==> src/rtl/sd_ctrl.sv <==
// sd_ctrl: SPI bus controller/arbiter for the SD card interface.
// The initialiser owns the card bus until init_end. After that the bus is
// shared between the block-write and block-read engines. Pulse requests are
// latched, arbitrated with alternating priority and turned into one-cycle
// start strobes. Engine busy handshakes are supervised by a timeout counter.
//
// Ports:
//   sys_clk, sys_rst            clock, synchronous active-high reset
//   init_end/init_cs_n/mosi     initialiser done level and its bus signals
//   wr_req/wr_addr              write request pulse and block address
//   rd_req/rd_addr              read request pulse and block address
//   wr_busy/wr_cs_n/wr_mosi     write engine handshake and bus signals
//   rd_busy/rd_cs_n/rd_mosi     read engine handshake and bus signals
//   cs_n, mosi                  card bus (muxed from the current owner)
//   wr_en, rd_en                one-cycle engine start strobes
//   blk_addr                    address of the granted operation
//   wr_done, rd_done            one-cycle completion pulses
//   ctrl_busy                   high unless idle with nothing pending
//   ctrl_err                    sticky timeout flag
module sd_ctrl #(
  parameter logic [15:0] START_TO = 16'd1000,
  parameter logic [23:0] OP_TO    = 24'd2_000_000
) (
  input  logic        sys_clk,
  input  logic        sys_rst,
  input  logic        init_end,
  input  logic        init_cs_n,
  input  logic        init_mosi,
  input  logic        wr_req,
  input  logic [31:0] wr_addr,
  input  logic        rd_req,
  input  logic [31:0] rd_addr,
  input  logic        wr_busy,
  input  logic        wr_cs_n,
  input  logic        wr_mosi,
  input  logic        rd_busy,
  input  logic        rd_cs_n,
  input  logic        rd_mosi,
  output logic        cs_n,
  output logic        mosi,
  output logic        wr_en,
  output logic        rd_en,
  output logic [31:0] blk_addr,
  output logic        wr_done,
  output logic        rd_done,
  output logic        ctrl_busy,
  output logic        ctrl_err
);

  typedef enum logic [2:0] {
    S_INIT     = 3'd0,
    S_IDLE     = 3'd1,
    S_WR_START = 3'd2,
    S_WR       = 3'd3,
    S_RD_START = 3'd4,
    S_RD       = 3'd5
  } state_t;

  state_t      state_r, state_s;
  logic        wr_pend_r, wr_pend_s, rd_pend_r, rd_pend_s;
  logic [31:0] wr_addr_r, rd_addr_r;
  logic        wr_cap_s, rd_cap_s;
  logic        prio_rd_r, prio_rd_s;       // 0: write wins a tie, 1: read wins
  logic [23:0] timer_r;
  logic        grant_wr_s, grant_rd_s;
  logic        set_err_s, wr_done_s, rd_done_s;
  logic        start_exp_s, op_exp_s;
  logic        wr_en_r, rd_en_r, wr_done_r, rd_done_r, ctrl_busy_r, ctrl_err_r;
  logic [31:0] blk_addr_r;

  // Expiry compares are done one bit wider so a saturated timer cannot wrap.
  assign start_exp_s = ({1'b0, timer_r} + 25'd1) >= {9'd0, START_TO};
  assign op_exp_s    = ({1'b0, timer_r} + 25'd1) >= {1'b0, OP_TO};

  // Next-state, grant and pending-flag logic.
  always_comb begin
    state_s    = state_r;
    prio_rd_s  = prio_rd_r;
    grant_wr_s = 1'b0;
    grant_rd_s = 1'b0;
    set_err_s  = 1'b0;
    wr_done_s  = 1'b0;
    rd_done_s  = 1'b0;
    case (state_r)
      S_INIT: begin
        if (init_end) state_s = S_IDLE;
        else          state_s = S_INIT;
      end
      S_IDLE: begin
        if (wr_pend_r && rd_pend_r) begin
          if (prio_rd_r) begin
            grant_rd_s = 1'b1;
            prio_rd_s  = 1'b0;
            state_s    = S_RD_START;
          end else begin
            grant_wr_s = 1'b1;
            prio_rd_s  = 1'b1;
            state_s    = S_WR_START;
          end
        end else if (wr_pend_r) begin
          grant_wr_s = 1'b1;
          state_s    = S_WR_START;
        end else if (rd_pend_r) begin
          grant_rd_s = 1'b1;
          state_s    = S_RD_START;
        end else begin
          state_s = S_IDLE;
        end
      end
      S_WR_START: begin
        if (wr_busy) state_s = S_WR;
        else if (start_exp_s) begin
          set_err_s = 1'b1;
          state_s   = S_IDLE;
        end else state_s = S_WR_START;
      end
      S_WR: begin
        if (!wr_busy) begin
          wr_done_s = 1'b1;
          state_s   = S_IDLE;
        end else if (op_exp_s) begin
          set_err_s = 1'b1;
          state_s   = S_IDLE;
        end else state_s = S_WR;
      end
      S_RD_START: begin
        if (rd_busy) state_s = S_RD;
        else if (start_exp_s) begin
          set_err_s = 1'b1;
          state_s   = S_IDLE;
        end else state_s = S_RD_START;
      end
      S_RD: begin
        if (!rd_busy) begin
          rd_done_s = 1'b1;
          state_s   = S_IDLE;
        end else if (op_exp_s) begin
          set_err_s = 1'b1;
          state_s   = S_IDLE;
        end else state_s = S_RD;
      end
      default: state_s = S_INIT;
    endcase

    // A request is accepted when nothing is pending, or when the pending one
    // is being granted this very cycle (so it is not lost).
    wr_cap_s = wr_req && (!wr_pend_r || grant_wr_s);
    rd_cap_s = rd_req && (!rd_pend_r || grant_rd_s);
    if (wr_cap_s)        wr_pend_s = 1'b1;
    else if (grant_wr_s) wr_pend_s = 1'b0;
    else                 wr_pend_s = wr_pend_r;
    if (rd_cap_s)        rd_pend_s = 1'b1;
    else if (grant_rd_s) rd_pend_s = 1'b0;
    else                 rd_pend_s = rd_pend_r;
  end

  // Card bus mux, driven by the owner implied by the registered state.
  always_comb begin
    cs_n = 1'b1;
    mosi = 1'b1;
    case (state_r)
      S_INIT: begin
        cs_n = init_cs_n;
        mosi = init_mosi;
      end
      S_WR_START, S_WR: begin
        cs_n = wr_cs_n;
        mosi = wr_mosi;
      end
      S_RD_START, S_RD: begin
        cs_n = rd_cs_n;
        mosi = rd_mosi;
      end
      default: begin
        cs_n = 1'b1;
        mosi = 1'b1;
      end
    endcase
  end

  // State, request latches, timeout counter and registered outputs.
  always_ff @(posedge sys_clk) begin
    if (sys_rst) begin
      state_r     <= S_INIT;
      wr_pend_r   <= 1'b0;
      rd_pend_r   <= 1'b0;
      wr_addr_r   <= 32'd0;
      rd_addr_r   <= 32'd0;
      prio_rd_r   <= 1'b0;
      timer_r     <= 24'd0;
      wr_en_r     <= 1'b0;
      rd_en_r     <= 1'b0;
      blk_addr_r  <= 32'd0;
      wr_done_r   <= 1'b0;
      rd_done_r   <= 1'b0;
      ctrl_busy_r <= 1'b1;
      ctrl_err_r  <= 1'b0;
    end else begin
      state_r   <= state_s;
      wr_pend_r <= wr_pend_s;
      rd_pend_r <= rd_pend_s;
      prio_rd_r <= prio_rd_s;
      if (wr_cap_s) wr_addr_r <= wr_addr;
      if (rd_cap_s) rd_addr_r <= rd_addr;
      if (state_s != state_r)      timer_r <= 24'd0;
      else if (timer_r != 24'hFF_FFFF) timer_r <= timer_r + 24'd1;
      // Strobes are set on the grant edge so they coincide with the
      // first *_START cycle.
      wr_en_r <= grant_wr_s;
      rd_en_r <= grant_rd_s;
      if (grant_wr_s)      blk_addr_r <= wr_addr_r;
      else if (grant_rd_s) blk_addr_r <= rd_addr_r;
      wr_done_r   <= wr_done_s;
      rd_done_r   <= rd_done_s;
      ctrl_busy_r <= !((state_s == S_IDLE) && !wr_pend_s && !rd_pend_s);
      ctrl_err_r  <= ctrl_err_r | set_err_s;
    end
  end

  assign wr_en     = wr_en_r;
  assign rd_en     = rd_en_r;
  assign blk_addr  = blk_addr_r;
  assign wr_done   = wr_done_r;
  assign rd_done   = rd_done_r;
  assign ctrl_busy = ctrl_busy_r;
  assign ctrl_err  = ctrl_err_r;

endmodule

==> config.mk <==
export PLATFORM = sky130hd
export DESIGN_NAME = sd_ctrl
export DESIGN_NICKNAME = d
export VERILOG_FILES = /design/src/rtl/sd_ctrl.sv
export SDC_FILE = /design/constraint.sdc
export NUM_CORES = 1
export LEC_CHECK = 0
export CAP_MARGIN = 20
export CORE_MARGIN = 1.5
export CORE_UTILIZATION = 47
export CTS_CLUSTER_DIAMETER = 80
export CTS_CLUSTER_SIZE = 24
export DETAILED_ROUTE_END_ITERATION = 7
export GPL_ROUTABILITY_DRIVEN = 0
export GPL_TIMING_DRIVEN = 0
export PLACE_DENSITY = 0.86
export RECOVER_POWER = 25
export SYNTH_ARGS = -nofsm -noshare
export SYNTH_HDL_FRONTEND = slang
export SYNTH_SLANG_ARGS = --single-unit
==> constraint.sdc <==
create_clock -name sys_clk -period 2.7 [get_ports sys_clk]
set_clock_uncertainty 0.05 [all_clocks]
set_input_delay 0.54 -clock sys_clk [delete_from_list [all_inputs] [get_ports sys_clk]]
set_output_delay 0.54 -clock sys_clk [all_outputs]
set_load 0.01 [all_outputs]
Word-level counts from Yosys, hierarchy flattened
Cells that the tools add are included.

Add/sub/neg operators: 2. Order comparisons: 2. Equal/unequal tests: 8. Mux-type cells: 40. Bitwise operators: 3. Reductions and logical operators: 20.

Operators by type and width (number): $mux 32 (2); $add 24x1->25 const B (1); $ge 25x10->1 const B (1); $ge 25x21->1 const B (1); $add 24x1->24 const B (1); $mux 3 (8); $ne 24x24->1 const B (1); $mux 1 (22); $pmux 3 s6 (1); $reduce_or 2->1 (5); $mux 2 (4); $eq 3x1->1 const B (2); $eq 3x2->1 const B (2); $eq 3x3->1 const B (2); $pmux 1 s3 (2); $logic_and 1x1->1 (5); $logic_not 1->1 (5); $pmux 1 s4 (1); $logic_not 3->1 (1); $ne 3x3->1 (1); $logic_or 1x1->1 (2); $not 1->1 (2); $reduce_and 2->1 (1); $reduce_bool 2->1 (1); $or 1x1->1 (1).

Bits in registers: 132. Input bits: 77. Output and inout bits: 40. Word-level logic and storage cells: 89.

Longest topological paths before layout
Word-level depth: 10. Mapped depth: 13.

Worst setup path before layout
OpenSTA, ideal clock, no wires.

Kind: register to register. From: reg timer_r[0]. To: reg timer_r[21]. Arrival time: 2787 ps. Slack: -205 ps. Stages on the path, launching flop included: 12. Clock period less this slack: 2905 ps. Cell sequence: dfxtp_1 -> clkbuf_1 -> nand2_1 -> or4_4 -> a2111oi_2 -> o22ai_1 -> nor4_4 -> a21oi_1 -> a311oi_2 -> o311ai_2 -> buf_6 -> a21oi_2.

Longest elaborated chain between the ends: 7.

RTL lines: start, declared (RTL line 64) `logic [23:0] timer_r;`; start signal, assigned (RTL line 206) `else if (timer_r != 24'hFF_FFFF) timer_r <= timer_r + 24'd1;`; $add 24x1->25 (RTL line 72, 73); $ge 25x10->1 / $ge 25x21->1 (equally long branches) (RTL line 72, 73); $mux 3, or another cell as far along (RTL line 128) `else if (start_exp_s) begin`; $mux 3, or another cell as far along (RTL line 127) `if (rd_busy) state_s = S_RD;`; $pmux 3 s6 (RTL line 84) `case (state_r)`; $ne 3x3->1 (RTL line 205) `if (state_s != state_r) timer_r <= 24'd0;`; $reduce_or 2->1 (no line).

Several ways; a longest one is shown, not always the timed one. A chain may end at the register's enable or synchronous reset.

Final worst setup path
From: reg timer_r[5]. To: reg timer_r[18].

The elaborated chain is that of the path after synthesis.

==> out/metrics.csv <==
stage;metric;value;unit
setup_path;CP dominant cell by count;buf_4;
finish;fraction of layout cells with a size suffix above 1;16.3;%
logic_synthesis;Mapped Nets;878;
pwr;cell-internal power;4.10;mW
finish;Area Overhead vs Synth;43.6;%
timing;fin. max-slew vios;0;
timing;max_slew headroom;41.6;%
hold_path;Worst Hold Class;register to register;
hold_path;hold path depth;2;
placed_design;I/O Buffers;115;
route;TritonRoute pass-1 iters;8;
setup_path;crit-path cells;buf_6, nand3_4, buf_4, nor4_4, buf_4, nand3_1, a221oi_4, o21ai_1, a41o_1, a311oi_2, o311ai_4, buf_4, a31oi_1;
finish;n_diodes;0;
run_status;failing checks;negative setup slack;
logic_synthesis;flops & latches, synth;132;
logic_synthesis;sequential area share after synthesis;43.7;%
hold_path;Hold Startpoint;wr_addr_r[4]$_SDFFE_PP0P_;
pwr;Switching Share;28.0;%
pwr;Clock Power Share;42.3;%
die;Die H;116;um
clock_tree;Num Clock Sinks;132;
route;Wirelength per Cell;16.7;um
logic_synthesis;Post-synth EDFFs;0;
timing;worst setup margin;-0.362;ns
logic_synthesis;Cell Area, Synth;6050;sq um
setup_path;Startpoint Class;register;
clock_tree;clock latency on the worst-skew pair;0.42;ns
timing;RSZ-0062 raised after global routing;yes;
pwr;Pleak;3.46;nW
setup_path;CP Capture Type;register;
timing;Hold Fails Final Rpt;0;
global_route;largest net degree at the start of global routing;17;
clock_tree;Inserted Clock Buffers;17;
pwr;Power Dens Cells;655;nW/um^2
route;Initial DRC Count;734;
finish;Filler cells;915;
logic_synthesis;Cells after Synth;796;
logic_synthesis;predominant post-synthesis flop cell;dfxtp_1;
setup_path;flop-to-flop setup slack;-0.36;ns
timing;Period minus WS final;3.06;ns
setup_path;Reg2Reg Capture Point;timer_r[18]$_SDFFE_PP0P_;
die;die area;13600;sq um
clock_tree;clock transition at the registers of the reported paths;0.06;ns
finish;post-layout net count;1044;
pwr;combinational power share;19.5;%
timing;final setup fails;28;
die;FP Rows;41;
flow_run;max_cap viols;0;
clock_tree;CTS Root Cell;clkbuf_16;
placed_design;Placed Cells incl. Taps;1083;
logic_synthesis;most instantiated cells after synthesis;157 x nand2_1, 137 x a21oi_1, 132 x dfxtp_1;
timing;Tcrit/Tclk final;113;%
route;Routed Antenna Nets;0;
finish;Final Instance Count excl. Fillers;1147;
die;Die X;116;um
die;Initial Util;48.1;%
logic_synthesis;most common cell in the netlist;nand2_1;
setup_path;delay of the slowest critical-path stage;0.35;ns
route;Post-Route WL;19200;um
setup_path;Req. time, crit path;2.98;ns
logic_synthesis;post-synth top area cell;dfxtp_1;
pwr;sequential cell fraction of total power;38.2;%
logic_synthesis;post-synth top area share;43.7;%
global_route;vias in the first global route;5921;
setup_path;Max FO, Critical Path;8;
timing;setup TNS;-7.02;ns
logic_synthesis;Ys Warns;0;
logic_synthesis;Unique masters post-synth;60;
logic_synthesis;Avg Inst Size Synth;7.60;sq um
hold_path;Hold EP;wr_addr_r[4]$_SDFFE_PP0P_;
clock_tree;CTS Buffer Depth;2;
pwr;Psw;1.59;mW
logic_synthesis;top post-synthesis cells by area;dfxtp_1 44%, a21oi_1 11%, nand2_1 9.7%;
global_route;GRT Total Usage;26.5;%
timing;Worst-Margin Slew;0.873;ns
setup_path;Critical-path top delay cell;dfxtp_1;
setup_path;Crit Path Class;register to register;
route;DR vias/cell;5.61;
setup_path;FF-to-FF path depth;13;
clock_tree;htree depth;4;
setup_path;CP Launch Point;timer_r[5]$_SDFFE_PP0P_;
die;Ports;117;
timing;fmax;327;MHz
route;vias;6439;
route;DRC;0;
run_status;run status;finished with violations;
global_route;first-pass GRT wire length;27900;um
pwr;Peak supply drop;0.000465;V
global_route;gr ovfl total;0;
setup_path;signal arrival time at the worst endpoint;3.35;ns
logic_synthesis;ys async rst share;0;%
clock_tree;CTS tree;built;
placed_design;detailed placement HPWL;11700;um
setup_path;FF-to-FF Start;timer_r[5]$_SDFFE_PP0P_;
die;Core ar.;12600;sq um
global_route;initial antenna violation count;0;
state kept, by name, summed over array words and instances (netlist names):
signal,cells
blk_addr,32
ctrl_busy,1
ctrl_err,1
prio_rd_r,1
rd_addr_r,32
rd_done,1
rd_en,1
rd_pend_r,1
state_r,3
timer_r,24
wr_addr_r,32
wr_done,1
wr_en,1
wr_pend_r,1
per-layer routing:
metal	part of all wire [%]	wire length, um	track usage, %
met3	9.1	1750	6.54
met2	48	9120	42.4
met4	2.6	491	11.1
met1	41	7790	34.3
met5	0	0	0
power by group through the flow:
| stage | Combinational, mW | Clock (mW) | Sequential [mW] |
|---|---|---|---|
| after floorplan | 0.584 | 0 | 2.20 |
| final | 1.11 | 2.41 | 2.17 |
| after CTS | 1.04 | 2.42 | 2.17 |
| after detailed placement | 0.995 | 0 | 2.20 |
| after global placement | 0.981 | 0 | 2.20 |
| after global routing | 1.19 | 2.50 | 2.19 |
worst max-delay path, delay by kind of cell (launching register included):
family                 cells  cell delay [ns]
AO/OA/AOI/OAI              6             1.45
buffers and inverters      4             0.70
AND/OR/NAND/NOR            3             0.44
flip-flops                 1             0.35
worst max-delay path by stage:
| stage | to |
|---|---|
| global placement | timer_r[6]$_SDFFE_PP0P_ |
| floorplan | timer_r[6]$_SDFFE_PP0P_ |
| finish | timer_r[18]$_SDFFE_PP0P_ |
| CTS | timer_r[18]$_SDFFE_PP0P_ |
| global route | timer_r[18]$_SDFFE_PP0P_ |
| detailed placement | timer_r[7]$_SDFFE_PP0P_ |
layout make-up:
type                    instances  area (sq um)  share of cell area, %
multi-input cells             595          3370                   38.9
flip-flops and latches        132          2670                   30.7
repair buffers                153          1470                   16.9
clock buffers                  22           474                   5.46
plain buffers                  56           318                   3.66
well taps                     172           215                   2.48
clock inverters                10           144                   1.66
inverters                       7          27.5                  0.317
per-stage QoR:
step,hold WS [ns],total power [mW],cell area (sq um),utilization [%],setup slack [ns]
4_1_cts,0.405,5.63,8440,67.2,-0.141
3_3_place_gp,0.393,3.18,7550,60.1,-0.499
2_1_floorplan,0.386,2.79,6190,-,-0.0571
6_report,0.404,5.69,8680,69.1,-0.362
3_5_place_dp,0.397,3.20,7550,60.1,-0.525
5_1_grt,0.421,5.88,8680,69.1,-0.414
placed cells by master, fill, tap and decap left out, drive strengths merged, types with 3 or more instances in the layout:
| cell | count |
|---|---|
| bufinv | 3 |
| a21oi | 145 |
| and2 | 5 |
| xor2 | 6 |
| clkdlybuf4s50 | 83 |
| a31oi | 10 |
| ha | 5 |
| clkbuf | 65 |
| nor4 | 6 |
| buf | 51 |
| xnor2 | 19 |
| nand4 | 13 |
| a211oi | 3 |
| nor2 | 131 |
| nand2 | 157 |
| mux2i | 4 |
| and4 | 5 |
| clkinvlp | 3 |
| dfxtp | 132 |
| o21ai | 8 |
| nand2b | 3 |
| nand3 | 15 |
| o31ai | 3 |
| inv | 9 |
| dlygate4sd3 | 30 |
| nor3b | 3 |
| and3 | 9 |
| nor3 | 12 |
cell families after synthesis:
kind of cell / share of synthesized area, %
XOR/XNOR: 3.62
AO/OA/AOI/OAI: 18.9
buffers and inverters: 4.70
adder cells (fa/ha/maj): 1.20
AND/OR/NAND/NOR: 27.3
multiplexers: 0.662
flip-flops: 43.7
what timing repair did:
item | CTS | global route
hold buffers | 0 | 0
setup endpoints to repair | 82 | 82
buffers inserted | 20 | 18
gates resized for setup | 36 | 41
gates cloned | 1 | 0
pin swaps | 13 | 11
Note: power is estimated with default switching activity, not from simulation.
